## config.mk

```make
export PLATFORM = sky130hd
export DESIGN_NAME = fc_scheduler
export DESIGN_NICKNAME = d
export VERILOG_FILES = /design/src/rtl/fc_pkg.sv /design/src/rtl/fc_scheduler_timer.sv /design/src/rtl/fc_scheduler.sv
export SDC_FILE = /design/constraint.sdc
export NUM_CORES = 1
export LEC_CHECK = 0
export ABC_AREA = 1
export CORE_ASPECT_RATIO = 1.75
export CORE_MARGIN = 2
export CORE_UTILIZATION = 33
export DETAILED_ROUTE_END_ITERATION = 12
export GPL_TIMING_DRIVEN = 0
export SETUP_SLACK_MARGIN = 0.1
export SYNTH_ARGS = -nofsm -noshare
export SYNTH_HDL_FRONTEND = slang
export SYNTH_SLANG_ARGS = --single-unit
```

## constraint.sdc

```tcl
create_clock -name clk40 -period 3.8 [get_ports clk40]
set_input_delay 0.57 -clock clk40 [delete_from_list [all_inputs] [get_ports clk40]]
set_output_delay 0.57 -clock clk40 [all_outputs]
set_load 0.1 [all_outputs]
```

## src/rtl/fc_pkg.sv

```systemverilog
// Fast-command scheduler shared definitions: 4-bit command codes,
// their 8-bit line bytes and the code-to-byte encoder.
package fc_pkg;

    localparam logic [3:0] CMD_IDLE     = 4'd0;
    localparam logic [3:0] CMD_LINK_RST = 4'd1;
    localparam logic [3:0] CMD_BCR      = 4'd2;
    localparam logic [3:0] CMD_STP      = 4'd3;
    localparam logic [3:0] CMD_L1ACR    = 4'd4;
    localparam logic [3:0] CMD_CHG_INJ  = 4'd5;
    localparam logic [3:0] CMD_L1A      = 4'd6;
    localparam logic [3:0] CMD_L1A_BCR  = 4'd7;
    localparam logic [3:0] CMD_WS_START = 4'd8;
    localparam logic [3:0] CMD_WS_STOP  = 4'd9;

    localparam logic [7:0] BYTE_IDLE     = 8'hF0;
    localparam logic [7:0] BYTE_LINK_RST = 8'h33;
    localparam logic [7:0] BYTE_BCR      = 8'h5A;
    localparam logic [7:0] BYTE_STP      = 8'h55;
    localparam logic [7:0] BYTE_L1ACR    = 8'h66;
    localparam logic [7:0] BYTE_CHG_INJ  = 8'h69;
    localparam logic [7:0] BYTE_L1A      = 8'h96;
    localparam logic [7:0] BYTE_L1A_BCR  = 8'h99;
    localparam logic [7:0] BYTE_WS_START = 8'hA5;
    localparam logic [7:0] BYTE_WS_STOP  = 8'hAA;

    // Unassigned codes go out as IDLE so a bad register value is harmless.
    function automatic logic [7:0] fc_encode(input logic [3:0] code);
        logic [7:0] b;
        case (code)
            CMD_LINK_RST: b = BYTE_LINK_RST;
            CMD_BCR:      b = BYTE_BCR;
            CMD_STP:      b = BYTE_STP;
            CMD_L1ACR:    b = BYTE_L1ACR;
            CMD_CHG_INJ:  b = BYTE_CHG_INJ;
            CMD_L1A:      b = BYTE_L1A;
            CMD_L1A_BCR:  b = BYTE_L1A_BCR;
            CMD_WS_START: b = BYTE_WS_START;
            CMD_WS_STOP:  b = BYTE_WS_STOP;
            default:      b = BYTE_IDLE;
        endcase
        return b;
    endfunction

endpackage

```

## src/rtl/fc_scheduler_timer.sv

```systemverilog
// Per-slot timer: offset/period counter, armed and pending flags.
// Ports: start_ev/stop_ev events, slot config, grant in; req/drop/armed out.
module fc_slot_timer #(
    parameter int CNT_W = 16
) (
    input  logic             clk40,
    input  logic             rstn,
    input  logic             start_ev,
    input  logic             stop_ev,
    input  logic             en,
    input  logic             periodic,
    input  logic [CNT_W-1:0] offset,
    input  logic [CNT_W-1:0] period,
    input  logic             grant,
    output logic             req,
    output logic             drop,
    output logic             armed
);

    localparam logic [CNT_W-1:0] ONE = {{(CNT_W-1){1'b0}}, 1'b1};

    logic             armed_q, armed_d;
    logic             pending_q, pending_d;
    logic [CNT_W-1:0] cnt_q, cnt_d;
    logic             fire;

    always_comb begin
        fire  = armed_q && (cnt_q == '0);
        req   = pending_q | fire;
        drop  = pending_q & fire & ~grant;
        armed = armed_q;

        armed_d = armed_q;
        cnt_d   = cnt_q;
        // pending is a 0/1 token count: old + fire - grant, clipped at 1
        pending_d = pending_q ? (fire | ~grant) : (fire & ~grant);

        // Reloads are value-1 because the zero-count cycle is itself
        // the firing cycle; zero is treated as one.
        if (fire) begin
            if (periodic)
                cnt_d = (period == '0) ? '0 : period - ONE;
            else
                armed_d = 1'b0;
        end else if (armed_q) begin
            cnt_d = cnt_q - ONE;
        end

        if (stop_ev) begin
            armed_d   = 1'b0;
            pending_d = 1'b0;
        end else if (start_ev && en) begin
            armed_d   = 1'b1;
            cnt_d     = (offset == '0) ? '0 : offset - ONE;
            pending_d = 1'b0;
        end
    end

    always_ff @(posedge clk40) begin
        if (!rstn) begin
            armed_q   <= 1'b0;
            pending_q <= 1'b0;
            cnt_q     <= '0;
        end else begin
            armed_q   <= armed_d;
            pending_q <= pending_d;
            cnt_q     <= cnt_d;
        end
    end

endmodule

```

## src/rtl/fc_scheduler.sv

```systemverilog
// Fast-command scheduler: N_SLOT timed command slots plus external L1A,
// arbitrated and encoded into one registered byte per clk40.
// Ports: start/stop/err_inj levels, slot config buses, ext_trig, err_mask;
// outputs fc_byte, armed, drop_cnt.
module fc_scheduler
    import fc_pkg::*;
#(
    parameter int N_SLOT = 4,
    parameter int CNT_W  = 16
) (
    input  logic                    clk40,
    input  logic                    rstn,
    input  logic                    start_pulse,
    input  logic                    stop_pulse,
    input  logic [N_SLOT-1:0]       slot_en,
    input  logic [N_SLOT-1:0]       slot_periodic,
    input  logic [4*N_SLOT-1:0]     slot_cmd,
    input  logic [CNT_W*N_SLOT-1:0] slot_offset,
    input  logic [CNT_W*N_SLOT-1:0] slot_period,
    input  logic                    ext_trig,
    input  logic                    err_inj_pulse,
    input  logic [7:0]              err_mask,
    output logic [7:0]              fc_byte,
    output logic [N_SLOT-1:0]       armed,
    output logic [7:0]              drop_cnt
);

    logic [2:0]        st_q, st_d;
    logic [2:0]        sp_q, sp_d;
    logic [2:0]        ei_q, ei_d;
    logic              start_ev, stop_ev, err_ev;
    logic [N_SLOT-1:0] req, drop, gnt;
    logic [3:0]        code;
    logic [7:0]        fc_byte_q, fc_byte_d;
    logic [7:0]        drop_cnt_q, drop_cnt_d;
    logic [8:0]        drop_sum;

    always_comb begin
        st_d     = {st_q[1:0], start_pulse};
        sp_d     = {sp_q[1:0], stop_pulse};
        ei_d     = {ei_q[1:0], err_inj_pulse};
        stop_ev  = sp_q[1] & ~sp_q[2];
        start_ev = st_q[1] & ~st_q[2] & ~stop_ev;
        err_ev   = ei_q[1] & ~ei_q[2];
    end

    for (genvar i = 0; i < N_SLOT; i++) begin : g_slot
        fc_slot_timer #(.CNT_W(CNT_W)) u_timer (
            .clk40    (clk40),
            .rstn     (rstn),
            .start_ev (start_ev),
            .stop_ev  (stop_ev),
            .en       (slot_en[i]),
            .periodic (slot_periodic[i]),
            .offset   (slot_offset[CNT_W*i +: CNT_W]),
            .period   (slot_period[CNT_W*i +: CNT_W]),
            .grant    (gnt[i]),
            .req      (req[i]),
            .drop     (drop[i]),
            .armed    (armed[i])
        );
    end

    // ext_trig beats every slot; among slots the lowest index wins.
    always_comb begin
        gnt  = '0;
        code = CMD_IDLE;
        if (ext_trig) begin
            code = CMD_L1A;
        end else begin
            for (int i = N_SLOT - 1; i >= 0; i--) begin
                if (req[i]) begin
                    gnt    = '0;
                    gnt[i] = 1'b1;
                    code   = slot_cmd[4*i +: 4];
                end
            end
        end
        fc_byte_d = fc_encode(code) ^ (err_ev ? err_mask : 8'h00);
    end

    always_comb begin
        drop_sum = {1'b0, drop_cnt_q};
        for (int i = 0; i < N_SLOT; i++)
            drop_sum = drop_sum + {8'd0, drop[i]};
        drop_cnt_d = drop_sum[8] ? 8'hFF : drop_sum[7:0];
    end

    always_ff @(posedge clk40) begin
        if (!rstn) begin
            st_q       <= '0;
            sp_q       <= '0;
            ei_q       <= '0;
            fc_byte_q  <= BYTE_IDLE;
            drop_cnt_q <= '0;
        end else begin
            st_q       <= st_d;
            sp_q       <= sp_d;
            ei_q       <= ei_d;
            fc_byte_q  <= fc_byte_d;
            drop_cnt_q <= drop_cnt_d;
        end
    end

    assign fc_byte  = fc_byte_q;
    assign drop_cnt = drop_cnt_q;

endmodule

```

==> flow_summary.toml, run 1 <==
[outcome]
outcome = "finished clean"

[route]
finalWirelength_um = 31600
wl_met3_um = 1480
ant_nets = 0
via_per_inst = 4.99
drt-pass1-iter-count = 5
routedWlPerCell_um = 15.3
vias = 10300
drt_iter0_markers = 541
dr_wl_met2_um = 17100
maxUsedRoutingLayer = "met4"
drc = 0
m1WireLength_um = 11800

[setup_path]
cp.required_ns = 4.09
crit_family = "adder cells"
crit_fanout = 4
path_buf_inv = 3
crit_slowest_cell = "fa_1"
path_cells = "inv_2, ha_2, nand2_1, nor2_1, nand3_2, nand2_4, nor3_1, or2_2, fa_1, fa_1, inv_1, fa_2, nand3_2, nor3_4, nand3_2, buf_4, a21oi_1"
cp-startpoint = "g_slot[1].u_timer.cnt_q[1]$_SDFF_PN0_"
worst_path_largest_cell_delay_ns = 0.47
rr_startpoint = "g_slot[1].u_timer.cnt_q[1]$_SDFF_PN0_"
critical_path_depth = 17
arrival_ns = 3.78
r2r_cells = 17
end_kind = "flop"
worst_path_most_repeated_cell = "nand3_2"
crit_type = "reg -> reg"
start_kind = "flop"

[synth]
synth.ff_latch_count = 97
async_flop_share_pct = 0
netlist_area_mm2 = 0.00918
syn_inst = 1489
synth_nets = 1679
synth_cell_types = 52
yosysSeqAreaShare_pct = 21.2
synth-edff-count = 0
synthFlopType = "dfxtp_1"
yosys_warnings = 0
postSynthAreaPerCell_um2 = 6.16

[clock_tree]
cts-root-buf = "clkbuf_16"
clkTransAtPathRegs_ns = 0.08
cts.sinks = 97
cts_buffers = 9
clock_path_buffers = 2
clock_latency_ns = 0.37
h-tree-depth = 3
cts_tree = "done"

[power_and_ir_drop]
p_leak_nw = 5.05
peakVddDrop_v = 0.000221
p_per_area_mw_per_mm2 = 268
power.total_mw = 3.19

[timing]
period_needed_ns = 3.48
whs_ns = 0.413
drv_slew = 0
rsz0062_at_grt = "false"
hold_viol = 0
clock_skew_ns = 0.0105
relSlewSlack_pct = 30.7
fmax_ghz = 0.287
setup_viol = 0
worst_slew_pin_slew_ns = 1.04
fin_crit_sh_pct = 91.7

[die]
dieArea_mm2 = 0.0292
die_h_um = 225
die_w_um = 130
core_mm2 = 0.0273
boundaryPins = 186
start_util_pct = 33.6
rows = 80

[placement]
dpl.hpwl_um = 25800
io_buffers = 181
gp_congestion = 0.927
dp.cells = 2039

[global_routing]
grt_overflow = 0
antenna_found_initial = 1
grt_max_degree = 18
grt_pass1_wl_um = 49500
grt_pass1_vias = 10300
grt.total_usage_pct = 21.7

[run]
cap_violations = 0

[finish]
area_growth_pct = 29.4
layout_common_cells = "nand2_1, inv_1, clkdlybuf4s50_1"
nFillCells = 2937
final_cells = 2063
layout-drive-gt1-share_pct = 8.22
nets = 1877
final_common_cell = "nand2_1"

[hold_path]
hold_depth = 2
min_path_type = "reg -> reg"
worstHoldStart = "sp_q[0]$_SDFF_PN0_"
==> repair_timing <==
action / CTS / global route
endpoints found under the setup margin: 8 / 8
setup buffers: 4 / 2
pin swaps: 3 / 2
resized for setup: 10 / 13
cloned: 0 / 0
hold buffers: 0 / 0
==> cells in the mapped netlist, types with 24 or more instances <==
| cell | number | area share [%] |
|---|---|---|
| a21oi_1 | 110 | 6.0 |
| clkbuf_1 | 24 | 0.98 |
| dfxtp_1 | 97 | 21 |
| inv_1 | 194 | 7.9 |
| nand2_1 | 291 | 12 |
| nand3_1 | 94 | 5.1 |
| nand4_1 | 24 | 1.6 |
| nor2_1 | 175 | 7.2 |
| nor3_1 | 35 | 1.9 |
| o21ai_0 | 102 | 5.6 |
| xnor2_1 | 36 | 3.4 |
| xor2_1 | 76 | 7.3 |
==> routing by layer <==
metal  track usage [%]  vias to the layer above
met1              21.8                     4675
li1                  -                     5293
met4              9.99                        0
met5                 0                        -
met2              42.3                      270
met3              3.52                       60
==> cells by family (layout without fill, tap and decap cells) <==
kind of cell	after synthesis	in the layout	synth area share, %
XOR/XNOR	112	112	10.7
buffers and inverters	240	443	10.3
AND/OR/NAND/NOR	726	726	36.9
adder cells (fa/ha/maj)	24	24	3.52
other	0	2	0
flip-flops	97	97	21.2
AO/OA/AOI/OAI	290	290	17.5
==> final cells by class <==
| cell class | instances | area [µm²] | share of cell area [%] |
|---|---|---|---|
| clock inverters | 6 | 72.6 | 0.611 |
| diodes | 2 | 5.00 | 0.0421 |
| multi-input cells | 1152 | 6350 | 53.5 |
| well taps | 369 | 462 | 3.89 |
| flip-flops and latches | 97 | 1940 | 16.3 |
| clock buffers | 10 | 239 | 2.01 |
| repair buffers | 187 | 1860 | 15.6 |
| inverters | 202 | 761 | 6.40 |
| plain buffers | 38 | 186 | 1.57 |
==> metrics by stage <==
stage	setup WS (ns)	util [%]	instance area, µm²	setup TNS (ns)
floorplan	0.229	-	9180	0
global placement	-0.328	41.9	11500	-1.96
detailed placement	-0.356	41.9	11500	-2.24
CTS	0.101	43.3	11800	0
global route	0.104	43.5	11900	0
finish	0.316	43.5	11900	0
==> registers in the layout, summed over array words and instances (netlist names) <==
name and cells:
drop_cnt 8, ei_q 3, fc_byte 8, g_slot.u_timer.armed 4, g_slot.u_timer.cnt_q 64, g_slot.u_timer.pending_q 4, sp_q 3, st_q 3
==> power breakdown <==
part / switching [mW] / total (mW) / internal, mW
logic: 0.625 / 1.07 / 0.440
clock network: 0.449 / 0.986 / 0.537
registers: 0.0551 / 1.13 / 1.08
total: 1.13 / 3.19 / 2.06
==> worst min-delay path, delay by kind of cell, from the launching register on <==
family | cells | cell delay, ns
buf+inv | 1 | 0.04
flops | 1 | 0.31
simple gates | 1 | 0.05
==> final timing paths <==
kind                            endpoint  slack, ns
setup / recovery  drop_cnt[2]$_SDFF_PN0_       0.32
hold / removal        sp_q[1]$_SDFF_PN0_       0.41
setup reg to reg  drop_cnt[2]$_SDFF_PN0_       0.32
hold reg to reg       sp_q[1]$_SDFF_PN0_       0.41
Note: power is estimated with default switching activity, not from simulation.
==> run 2, diff against run 1 <==
--- a/config.mk
+++ b/config.mk
@@ -9,6 +9,7 @@
 export CORE_ASPECT_RATIO = 1.75
 export CORE_MARGIN = 2
 export CORE_UTILIZATION = 33
+export CTS_BUF_LIST = sky130_fd_sc_hd__clkbuf_4 sky130_fd_sc_hd__clkbuf_8
 export DETAILED_ROUTE_END_ITERATION = 12
 export GPL_TIMING_DRIVEN = 0
 export SETUP_SLACK_MARGIN = 0.1
==> constraint.sdc (replaced) <==
create_clock -name clk40 -period 3.13 [get_ports clk40]
set_input_delay 0.4695 -clock clk40 [delete_from_list [all_inputs] [get_ports clk40]]
set_output_delay 0.4695 -clock clk40 [all_outputs]
set_load 0.1 [all_outputs]
==> run 2 against run 1 <==
Global-route usage grew 0.68 points. Largest power group is now combinational cells. The run now ends with negative setup slack left. First-iteration DRC count grew 8.7%. Design area grew 4.0%. Clock power grew 16%. Combinational power grew 32%. Largest cell class unchanged. Critical endpoint is now drop_cnt[7]$_SDFF_PN0_.
==> flow_summary.toml, run 2 (synthesis gave the netlist of run 1 again) <==
[outcome]
outcome = "finished, violations left"
violations = "negative setup slack"

[die]
die_h_um = 225
rows = 80
start_util_pct = 33.6
die_w_um = 130
dieArea_mm2 = 0.0292
boundaryPins = 186
core_mm2 = 0.0273

[placement]
dpl.hpwl_um = 25800
place_area_mm2 = 0.0115
gp_congestion = 0.912
pre_cts_slack_ns = -0.437
io_buffers = 181
dp.cells = 2039

[timing]
period_needed_ns = 3.23
rsz0062_at_grt = "true"
clock_skew_ns = 0.0147
setup_ws_ns = -0.0958
whs_ns = 0.427
fin_crit_sh_pct = 103
worst_slew_pin_slew_ns = 1.02
fin_tns_setup_ns = -0.491
hold_viol = 0
drv_slew = 0
fmax_ghz = 0.310
relSlewSlack_pct = 31.8
setup_viol = 8

[finish]
utilization_pct = 45.2
top_register = "g_slot.u_timer.cnt_q"
nets = 1925
nFillCells = 2893
area_growth_pct = 34.7
fin_area_mm2 = 0.0124
largest_reg_flops = 64
final_cells = 2111
layout-drive-gt1-share_pct = 12.5
final_common_cell = "nand2_1"
layout_common_cells = "nand2_1, inv_1, clkdlybuf4s50_1"

[power_and_ir_drop]
p_seq_share_pct = 35.2
p_int_mw = 2.55
power.total_mw = 3.94
combPwrFrac_pct = 35.9
swShare_pct = 35.3
switching_power_mw = 1.39
peakVddDrop_v = 0.000226
p_clk_share_pct = 29.0
p_leak_nw = 5.29
p_per_area_mw_per_mm2 = 319

[clock_tree]
clock_latency_ns = 0.40
clock_path_buffers = 2
cts.sinks = 97
cts_buffers = 9
cts_hold_buf = 0
clkTransAtPathRegs_ns = 0.11
h-tree-depth = 3
cts-root-buf = "clkbuf_8"
cts_tree = "done"

[global_routing]
grt_max_degree = 17
grt_overflow = 0
grt.total_usage_pct = 22.4
grt_pass1_wl_um = 51600
grt_pass1_vias = 10600
antenna_found_initial = 2

[route]
drc = 0
vias = 10600
ant_nets = 0
drt-pass1-iter-count = 4
finalWirelength_um = 32800
via_per_inst = 5.02
drt_iter0_markers = 588
routedWlPerCell_um = 15.5

[setup_path]
arrival_ns = 3.57
cp.required_ns = 3.47
start_kind = "flop"
crit_fanout = 6
end_kind = "flop"
crit_type = "reg -> reg"

[hold_path]
min_path_type = "reg -> reg"

[run]
cap_violations = 0
-- run 2: per-layer routing --
metal / up-vias / global-route usage, % / wire (µm)
li1: 5384 / - / -
met1: 4865 / 23.2 / 12400
met2: 271 / 43.3 / 17800
met3: 86 / 2.74 / 1080
met4: 0 / 10.4 / 1550
met5: - / 0 / 0
-- run 2: area by class of cell --
type	instances	area (µm²)	share of cell area (%)
antenna	2	5.00	0.0405
buffer	38	189	1.53
clock buffer	10	131	1.06
clock inverter	6	138	1.11
inverter	202	766	6.20
multi-input combinational	1152	6500	52.6
sequential	97	1950	15.8
tap	369	462	3.74
timing repair buffer	235	2220	17.9
-- run 2: critical path: stages (launching register included) --
cell and delay (ns):
dfxtp_2 0.35, inv_4 0.06, ha_4 0.13, inv_4 0.04, nor2_4 0.11, nand2_2 0.07, nor2_4 0.14, nand3_4 0.11
inv_4 0.08, nand2_2 0.04, or2_4 0.23, fa_1 0.47, fa_2 0.35, inv_2 0.07, fa_2 0.23, nand3_4 0.08
nor3_4 0.23, nand3_4 0.14, o21ai_2 0.10, a21oi_2 0.04, nor2_1 0.08
-- run 2: power by group through the flow --
stage	Clock (mW)	Combinational (mW)	Sequential, mW
global placement	0	1.28	1.40
floorplan	0	0.725	1.47
finish	1.14	1.41	1.38
detailed placement	0	1.28	1.40
global route	1.20	1.55	1.39
CTS	1.16	1.38	1.38
-- run 2: path summary, 6_finish.rpt --
path                                                            start                endpoint  slack [ns]  depth (start not counted)
worst min-delay path                               sp_q[0]$_SDFF_PN0_      sp_q[1]$_SDFF_PN0_        0.43                          2
worst max register to register  g_slot[2].u_timer.cnt_q[1]$_SDFF_PN0_  drop_cnt[7]$_SDFF_PN0_        -0.1                         20
worst max-delay path            g_slot[2].u_timer.cnt_q[1]$_SDFF_PN0_  drop_cnt[7]$_SDFF_PN0_        -0.1                         20
worst min register to register                     sp_q[0]$_SDFF_PN0_      sp_q[1]$_SDFF_PN0_        0.43                          2
-- run 2: timing repair --
action / 4_1_cts / 5_1_grt
pin swaps: 20 / 18
endpoints found under the setup margin: 8 / 15
resized for setup: 35 / 21
buffers inserted: 46 / 9
==> run 3, diff against run 2 <==
--- a/config.mk
+++ b/config.mk
@@ -6,6 +6,7 @@
 export NUM_CORES = 1
 export LEC_CHECK = 0
 export ABC_AREA = 1
+export CAP_MARGIN = 5
 export CORE_ASPECT_RATIO = 1.75
 export CORE_MARGIN = 2
 export CORE_UTILIZATION = 33
==> results of run 3 <==
Final layout, timing and power as in run 2 (identical DEF).
